[src/rtl/uart_pkg.sv]
// Shared UART types: parity modes and receiver FSM states, plus the parity check
// used by both directions.
package uart_pkg;

  typedef enum logic [1:0] {
    PAR_NONE = 2'b00,
    PAR_EVEN = 2'b01,
    PAR_ODD  = 2'b10
  } parity_e;

  typedef enum logic [2:0] {
    ST_IDLE      = 3'd0,
    ST_START     = 3'd1,
    ST_DATA      = 3'd2,
    ST_PARITY    = 3'd3,
    ST_STOP      = 3'd4,
    ST_WAIT_IDLE = 3'd5
  } rx_state_e;

  // data_xor is the XOR of all data bits; odd parity wants data^p == 1
  function automatic logic par_mismatch(input parity_e mode, input logic data_xor,
                                        input logic par_bit);
    logic r;
    case (mode)
      PAR_EVEN: r = data_xor ^ par_bit;
      PAR_ODD:  r = ~(data_xor ^ par_bit);
      default:  r = 1'b0;
    endcase
    return r;
  endfunction

endpackage

[src/rtl/uart_rx_cfg_baud_tick_gen.sv]
// Free-running baud tick: one-clk pulse every cfg_div+1 clocks.
module baud_tick_gen #(
  parameter int DIV_W = 16
) (
  input  logic             clk,
  input  logic             rst,
  input  logic [DIV_W-1:0] cfg_div,
  output logic             tick
);

  logic [DIV_W-1:0] r_cnt;
  logic             w_hit;

  // >= so a divisor lowered below the current count still wraps promptly
  assign w_hit = (r_cnt >= cfg_div);
  assign tick  = w_hit;

  // divisor counter
  always_ff @(posedge clk) begin
    if (rst) begin
      r_cnt <= '0;
    end else if (w_hit) begin
      r_cnt <= '0;
    end else begin
      r_cnt <= r_cnt + 1'b1;
    end
  end

endmodule

[src/rtl/uart_rx_cfg.sv]
// Runtime-configurable UART receiver (DBIT data, none/even/odd parity, 1/2 stop)
// with a one-frame valid/ready holding register and overrun pulse.
module uart_rx_cfg
  import uart_pkg::*;
#(
  parameter int DBIT  = 8,
  parameter int OVS   = 16,
  parameter int DIV_W = 16
) (
  input  logic             clk,
  input  logic             rst,
  input  logic [DIV_W-1:0] cfg_div,
  input  logic [1:0]       cfg_parity,
  input  logic             cfg_stop2,
  input  logic             rx,
  output logic [DBIT-1:0]  rx_data,
  output logic             rx_valid,
  input  logic             rx_ready,
  output logic             rx_parity_err,
  output logic             rx_frame_err,
  output logic             rx_break,
  output logic             rx_overrun
);

  localparam int TW = $clog2(OVS);
  localparam int BW = $clog2(DBIT);
  localparam logic [TW-1:0] HALF_LAST = TW'(OVS / 2 - 1);
  localparam logic [TW-1:0] FULL_LAST = TW'(OVS - 1);
  localparam logic [BW-1:0] BIT_LAST  = BW'(DBIT - 1);

  logic            r_rx_meta, r_rx_sync;
  logic            w_tick;
  rx_state_e       r_state, w_next;
  logic [TW-1:0]   r_tcnt;
  logic [BW-1:0]   r_bcnt;
  logic [DBIT-1:0] r_shift;
  logic            r_par_bit, r_stop2, r_stop_idx, r_stop_err, r_all_zero;
  parity_e         r_par_mode;
  logic            w_sample, w_done, w_frame_err, w_break, w_par_err;
  logic [DBIT-1:0] r_data;
  logic            r_valid, r_perr, r_ferr, r_brk, r_ovr;

  baud_tick_gen #(.DIV_W(DIV_W)) u_tick (
    .clk(clk), .rst(rst), .cfg_div(cfg_div), .tick(w_tick)
  );

  always_ff @(posedge clk) begin
    if (rst) begin
      r_rx_meta <= 1'b1;
      r_rx_sync <= 1'b1;
    end else begin
      r_rx_meta <= rx;
      r_rx_sync <= r_rx_meta;
    end
  end

  always_ff @(posedge clk) begin
    if (rst) r_state <= ST_IDLE;
    else     r_state <= w_next;
  end

  always_comb begin
    w_next = r_state;
    case (r_state)
      ST_IDLE:      if (!r_rx_sync) w_next = ST_START;
      ST_START:     if (w_sample) w_next = r_rx_sync ? ST_IDLE : ST_DATA;
      ST_DATA:      if (w_sample && r_bcnt == BIT_LAST)
                      w_next = (r_par_mode == PAR_NONE) ? ST_STOP : ST_PARITY;
      ST_PARITY:    if (w_sample) w_next = ST_STOP;
      ST_STOP:      if (w_done) w_next = r_rx_sync ? ST_IDLE : ST_WAIT_IDLE;
      ST_WAIT_IDLE: if (r_rx_sync) w_next = ST_IDLE;
      default:      w_next = ST_IDLE;
    endcase
  end

  // start bit is checked half a bit in; every later sample a full bit on
  always_comb begin
    w_sample = 1'b0;
    if (w_tick) begin
      if (r_state == ST_START) w_sample = (r_tcnt == HALF_LAST);
      else                     w_sample = (r_tcnt == FULL_LAST);
    end
    w_done      = (r_state == ST_STOP) && w_sample && (!r_stop2 || r_stop_idx);
    w_frame_err = r_stop_err || !r_rx_sync;
    w_break     = r_all_zero && !r_rx_sync;
    w_par_err   = par_mismatch(r_par_mode, ^r_shift, r_par_bit);
  end

  always_ff @(posedge clk) begin
    if (rst) begin
      r_tcnt     <= '0;
      r_bcnt     <= '0;
      r_shift    <= '0;
      r_par_bit  <= 1'b0;
      r_par_mode <= PAR_NONE;
      r_stop2    <= 1'b0;
      r_stop_idx <= 1'b0;
      r_stop_err <= 1'b0;
      r_all_zero <= 1'b0;
    end else if (r_state == ST_IDLE) begin
      if (!r_rx_sync) begin
        r_tcnt     <= '0;
        r_bcnt     <= '0;
        r_par_bit  <= 1'b0;
        r_par_mode <= (cfg_parity == 2'b11) ? PAR_NONE : parity_e'(cfg_parity);
        r_stop2    <= cfg_stop2;
        r_stop_idx <= 1'b0;
        r_stop_err <= 1'b0;
        r_all_zero <= 1'b1;
      end
    end else if (w_tick) begin
      r_tcnt <= w_sample ? '0 : r_tcnt + 1'b1;
      if (w_sample) begin
        case (r_state)
          ST_DATA: begin
            r_shift    <= {r_rx_sync, r_shift[DBIT-1:1]};
            r_bcnt     <= r_bcnt + 1'b1;
            r_all_zero <= r_all_zero & ~r_rx_sync;
          end
          ST_PARITY: begin
            r_par_bit  <= r_rx_sync;
            r_all_zero <= r_all_zero & ~r_rx_sync;
          end
          ST_STOP: begin
            r_stop_idx <= 1'b1;
            r_stop_err <= r_stop_err | ~r_rx_sync;
            r_all_zero <= r_all_zero & ~r_rx_sync;
          end
          default: r_bcnt <= r_bcnt;
        endcase
      end
    end
  end

  // a completed frame may load only if the slot is free or being drained now
  always_ff @(posedge clk) begin
    if (rst) begin
      r_data  <= '0;
      r_valid <= 1'b0;
      r_perr  <= 1'b0;
      r_ferr  <= 1'b0;
      r_brk   <= 1'b0;
      r_ovr   <= 1'b0;
    end else begin
      r_ovr <= 1'b0;
      if (w_done) begin
        if (!r_valid || rx_ready) begin
          r_data  <= r_shift;
          r_valid <= 1'b1;
          r_perr  <= w_par_err;
          r_ferr  <= w_frame_err;
          r_brk   <= w_break;
        end else begin
          r_ovr <= 1'b1;
        end
      end else if (r_valid && rx_ready) begin
        r_valid <= 1'b0;
      end
    end
  end

  assign rx_data       = r_data;
  assign rx_valid      = r_valid;
  assign rx_parity_err = r_perr;
  assign rx_frame_err  = r_ferr;
  assign rx_break      = r_brk;
  assign rx_overrun    = r_ovr;

endmodule
[config.mk]
export PLATFORM = sky130hd
export DESIGN_NAME = uart_rx_cfg
export DESIGN_NICKNAME = d
export VERILOG_FILES = /design/src/rtl/uart_pkg.sv /design/src/rtl/uart_rx_cfg_baud_tick_gen.sv /design/src/rtl/uart_rx_cfg.sv
export SDC_FILE = /design/constraint.sdc
export NUM_CORES = 1
export LEC_CHECK = 0
export ABC_AREA = 1
export ABC_CLOCK_PERIOD_IN_PS = 2550
export BUFFER_PORTS_ARGS = -buffer_cell sky130_fd_sc_hd__buf_2
export CAP_MARGIN = 15
export CORE_MARGIN = 1
export CORE_UTILIZATION = 58
export CTS_BUF_LIST = sky130_fd_sc_hd__clkbuf_8
export CTS_CLUSTER_SIZE = 14
export DETAILED_ROUTE_END_ITERATION = 7
export HOLD_SLACK_MARGIN = 0.05
export PLACE_DENSITY = 0.8
export SLEW_MARGIN = 0
export SYNTH_ARGS = -nofsm -noshare
export SYNTH_HDL_FRONTEND = slang
export SYNTH_SLANG_ARGS = --single-unit
[constraint.sdc]
create_clock -name clk -period 2.55 [get_ports clk]
set_input_delay 0 -clock clk [delete_from_list [all_inputs] [get_ports clk]]
set_output_delay 0 -clock clk [all_outputs]
set_load 0.01 [all_outputs]
==> impl_metrics.yaml <==
setup_path:
  cp_max_fo: 12
  cp-start-kind: "flop"
  cp.required_ns: 2.82
  reg2reg_slack_ns: 0.36
  crit_path_end: "rx_break"
  r2r_start: "u_tick.r_cnt[0]"
  path_class: "flop to flop"
  critPathLaunch: "u_tick.r_cnt[0]"
  reg2reg_depth: 16
  worst_setup_path_end_kind: "flop"
  arrival_ns: 2.46
  rr_endpoint: "rx_break"
routing:
  first_pass_iters: 5
  wl_um: 6030
  post_drt_wl_per_cell_um: 11.7
  avgViaCountPerCell: 5.13
  vias: 2653
  detail-route-antenna-nets: 0
  remaining_drc_errors: 0
  drt_first_iter_violations: 200
final_layout:
  area_growth_pct: 13.5
  stdcell_count: 517
  post-route-util: 0.687
  n_antenna_cell: 0
  fin_area_mm2: 0.00327
  final_layout_size_suffix_gt1_frac: 0.142
  layout_commonest_cell: "nor2_1"
  nets: 492
  layout_common_cells: "nor2_1, nand2_1, dfxtp_1"
  n_fill_cell: 425
yosys:
  yosys.area_share.adder: 0.0869
  synth.ff_latch_count: 56
  synthCells: 406
  yosys.area.top_type: "dfxtp_1"
  synthMuxAreaShare: 0
  synth-compound-area-share: 0.126
  seq_area_frac_synth: 0.389
  syn_nets: 449
  avgSynthCellArea_um2: 7.09
  synth_top_family_by_area: "simple AND/OR/NAND/NOR gates"
  syn_area_mm2: 0.00288
  yosys-top-cells-area: "dfxtp_1, nor2_1, nand2_1, ha_1, inv_1"
  ys_types: 33
  yosys.area_share.simple: 0.285
  synth-xor-area-share: 0.0274
  yosysWarnings: 0
  synth_top_area_frac: 0.389
sta:
  period_minus_slack_ns: 2.19
  setup_viol: 0
  tightest_slew_ns: 0.762
  slew_violations: 0
  skew_ns: 0.0109
  fin_setup_tns_ns: 0
  max_freq_mhz: 457
  rsz0062_at_grt: "false"
  post-route-worst-setup-slack_ns: 0.363
  holdWs_ns: 0.390
  hold_viol: 0
  finalCritPeriodShare: 0.858
  slew_headroom: 0.492
power:
  powerDensity_mw_per_mm2: 595
  p_leak_nw: 1.56
  ir_worst_vdd_mv: 0.649
  finalPower_mw: 1.94
clock_network:
  tritoncts: "yes"
  cts_buffer_depth: 2
  clk_pin_slew_ns: 0.10
  htree_levels: 2
  cts_resized: 0
  clock_sinks: 56
  clk_latency_ns: 0.33
  numCtsBuffers: 5
  cts-root-buf: "clkbuf_8"
global_route:
  antenna_found_initial: 0
  grt_max_degree: 30
  gr-total-overflow: 0
  grt_usage: 0.251
  grt_pass1_vias: 2382
  grt_first_pass_wirelength_um: 10300
place:
  dp_slack_ns: 0.411
  dpl_cell_area_mm2: 0.00311
  place.gp.congestion: 0.855
  place_inst: 502
  numPortBuffers: 35
  dp_hpwl_um: 4360
worst_hold_path:
  min_delay_path_depth: 3
  hold_class: "input port to flop"
die:
  ioPinCount: 36
  die_area_mm2: 0.00525
  die_w_um: 72.5
  core_mm2: 0.00475
  die_h_um: 72.5
  initial_core_util: 0.606
  row_count: 25
job:
  max_cap_violations: 0
outcome:
  status: "completed"
## where the power goes
part           switching [mW]  internal, mW
sequential             0.0397         0.913
combinational           0.332         0.156
clock                   0.306         0.197
total                   0.678          1.27
## state kept, by name (all words and copies together) (netlist names)
name           count
rx_break           1
r_stop_idx         1
rx_overrun         1
r_all_zero         1
rx_valid           1
r_shift            8
r_rx_sync          1
r_tcnt             4
r_state            3
rx_data            8
r_rx_meta          1
r_par_bit          1
u_tick.r_cnt      16
r_bcnt             3
rx_frame_err       1
r_stop_err         1
rx_parity_err      1
r_stop2            1
r_par_mode         2
## synth_stat cells
cell type / n
o21a_1: 1
nand3_2: 2
a2bb2oi_1: 1
a211oi_1: 1
o21ai_0: 23
nor2_2: 3
nand4_1: 3
o311ai_0: 1
or2_1: 1
inv_2: 5
and3_1: 2
inv_1: 48
nor3b_1: 1
nand3_1: 17
nor3_2: 1
clkbuf_1: 4
xor2_1: 4
ha_1: 20
nand2_2: 3
nand3b_1: 2
a31oi_1: 2
o21ai_1: 9
a21oi_2: 1
buf_6: 1
nand2_1: 71
a21oi_1: 30
buf_4: 2
nor2_1: 72
dfxtp_1: 56
buf_2: 1
or2_2: 4
xnor2_1: 5
nor3_1: 9
## worst min-delay path by stage
stage,startpoint,endpoint
final,rx,r_rx_meta
after global routing,rx,r_rx_meta
after CTS,rx,r_rx_meta
after detailed placement,rx,r_rx_meta
after global placement,rx,r_rx_meta
after floorplan,rx,r_rx_meta
## cells by family (layout without fill, tap and decap cells)
| family | after synthesis | after routing |
|---|---|---|
| AO/OA/AOI/OAI | 69 | 69 |
| XOR/XNOR | 9 | 9 |
| adder cells (fa/ha/maj) | 20 | 20 |
| buffers and inverters | 61 | 105 |
| flip-flops | 56 | 56 |
| AND/OR/NAND/NOR | 191 | 191 |
## critical path, stage by stage, from the launching register on
cell and delay (ns):
dfxtp_1 0.39, inv_1 0.06, ha_1 0.26, nand2_1 0.04, nor2_1 0.08, nor2_1 0.04
nand2_1 0.06, nand2_1 0.05, nand2_1 0.09, nand2_1 0.07, nand2_2 0.15, nand3_2 0.12
nor2_2 0.13, nand2_2 0.16, inv_2 0.19, o21ai_0 0.11, nor2_1 0.12
## cell type report
cell class / instances / area [µm²] / area share
multi-input combinational: 289 / 1510 / 0.463
sequential: 56 / 1120 / 0.343
timing repair buffer: 44 / 260 / 0.0796
inverter: 53 / 199 / 0.0609
tap: 67 / 83.8 / 0.0257
clock buffer: 5 / 68.8 / 0.0211
clock inverter: 3 / 22.5 / 0.00689
## per-layer routing
metal | wire length, µm | global-route usage
met1 | 2730 | 0.325
met2 | 2860 | 0.421
met3 | 355 | 0.0417
met4 | 87 | 0.0959
met5 | 0 | 0
## timing repair
item                      4_1_cts  5_1_grt
hold endpoints to repair       11        0
hold buffers                    7        0
setup buffers                   0        0
Note: power is estimated with default switching activity, not from simulation.
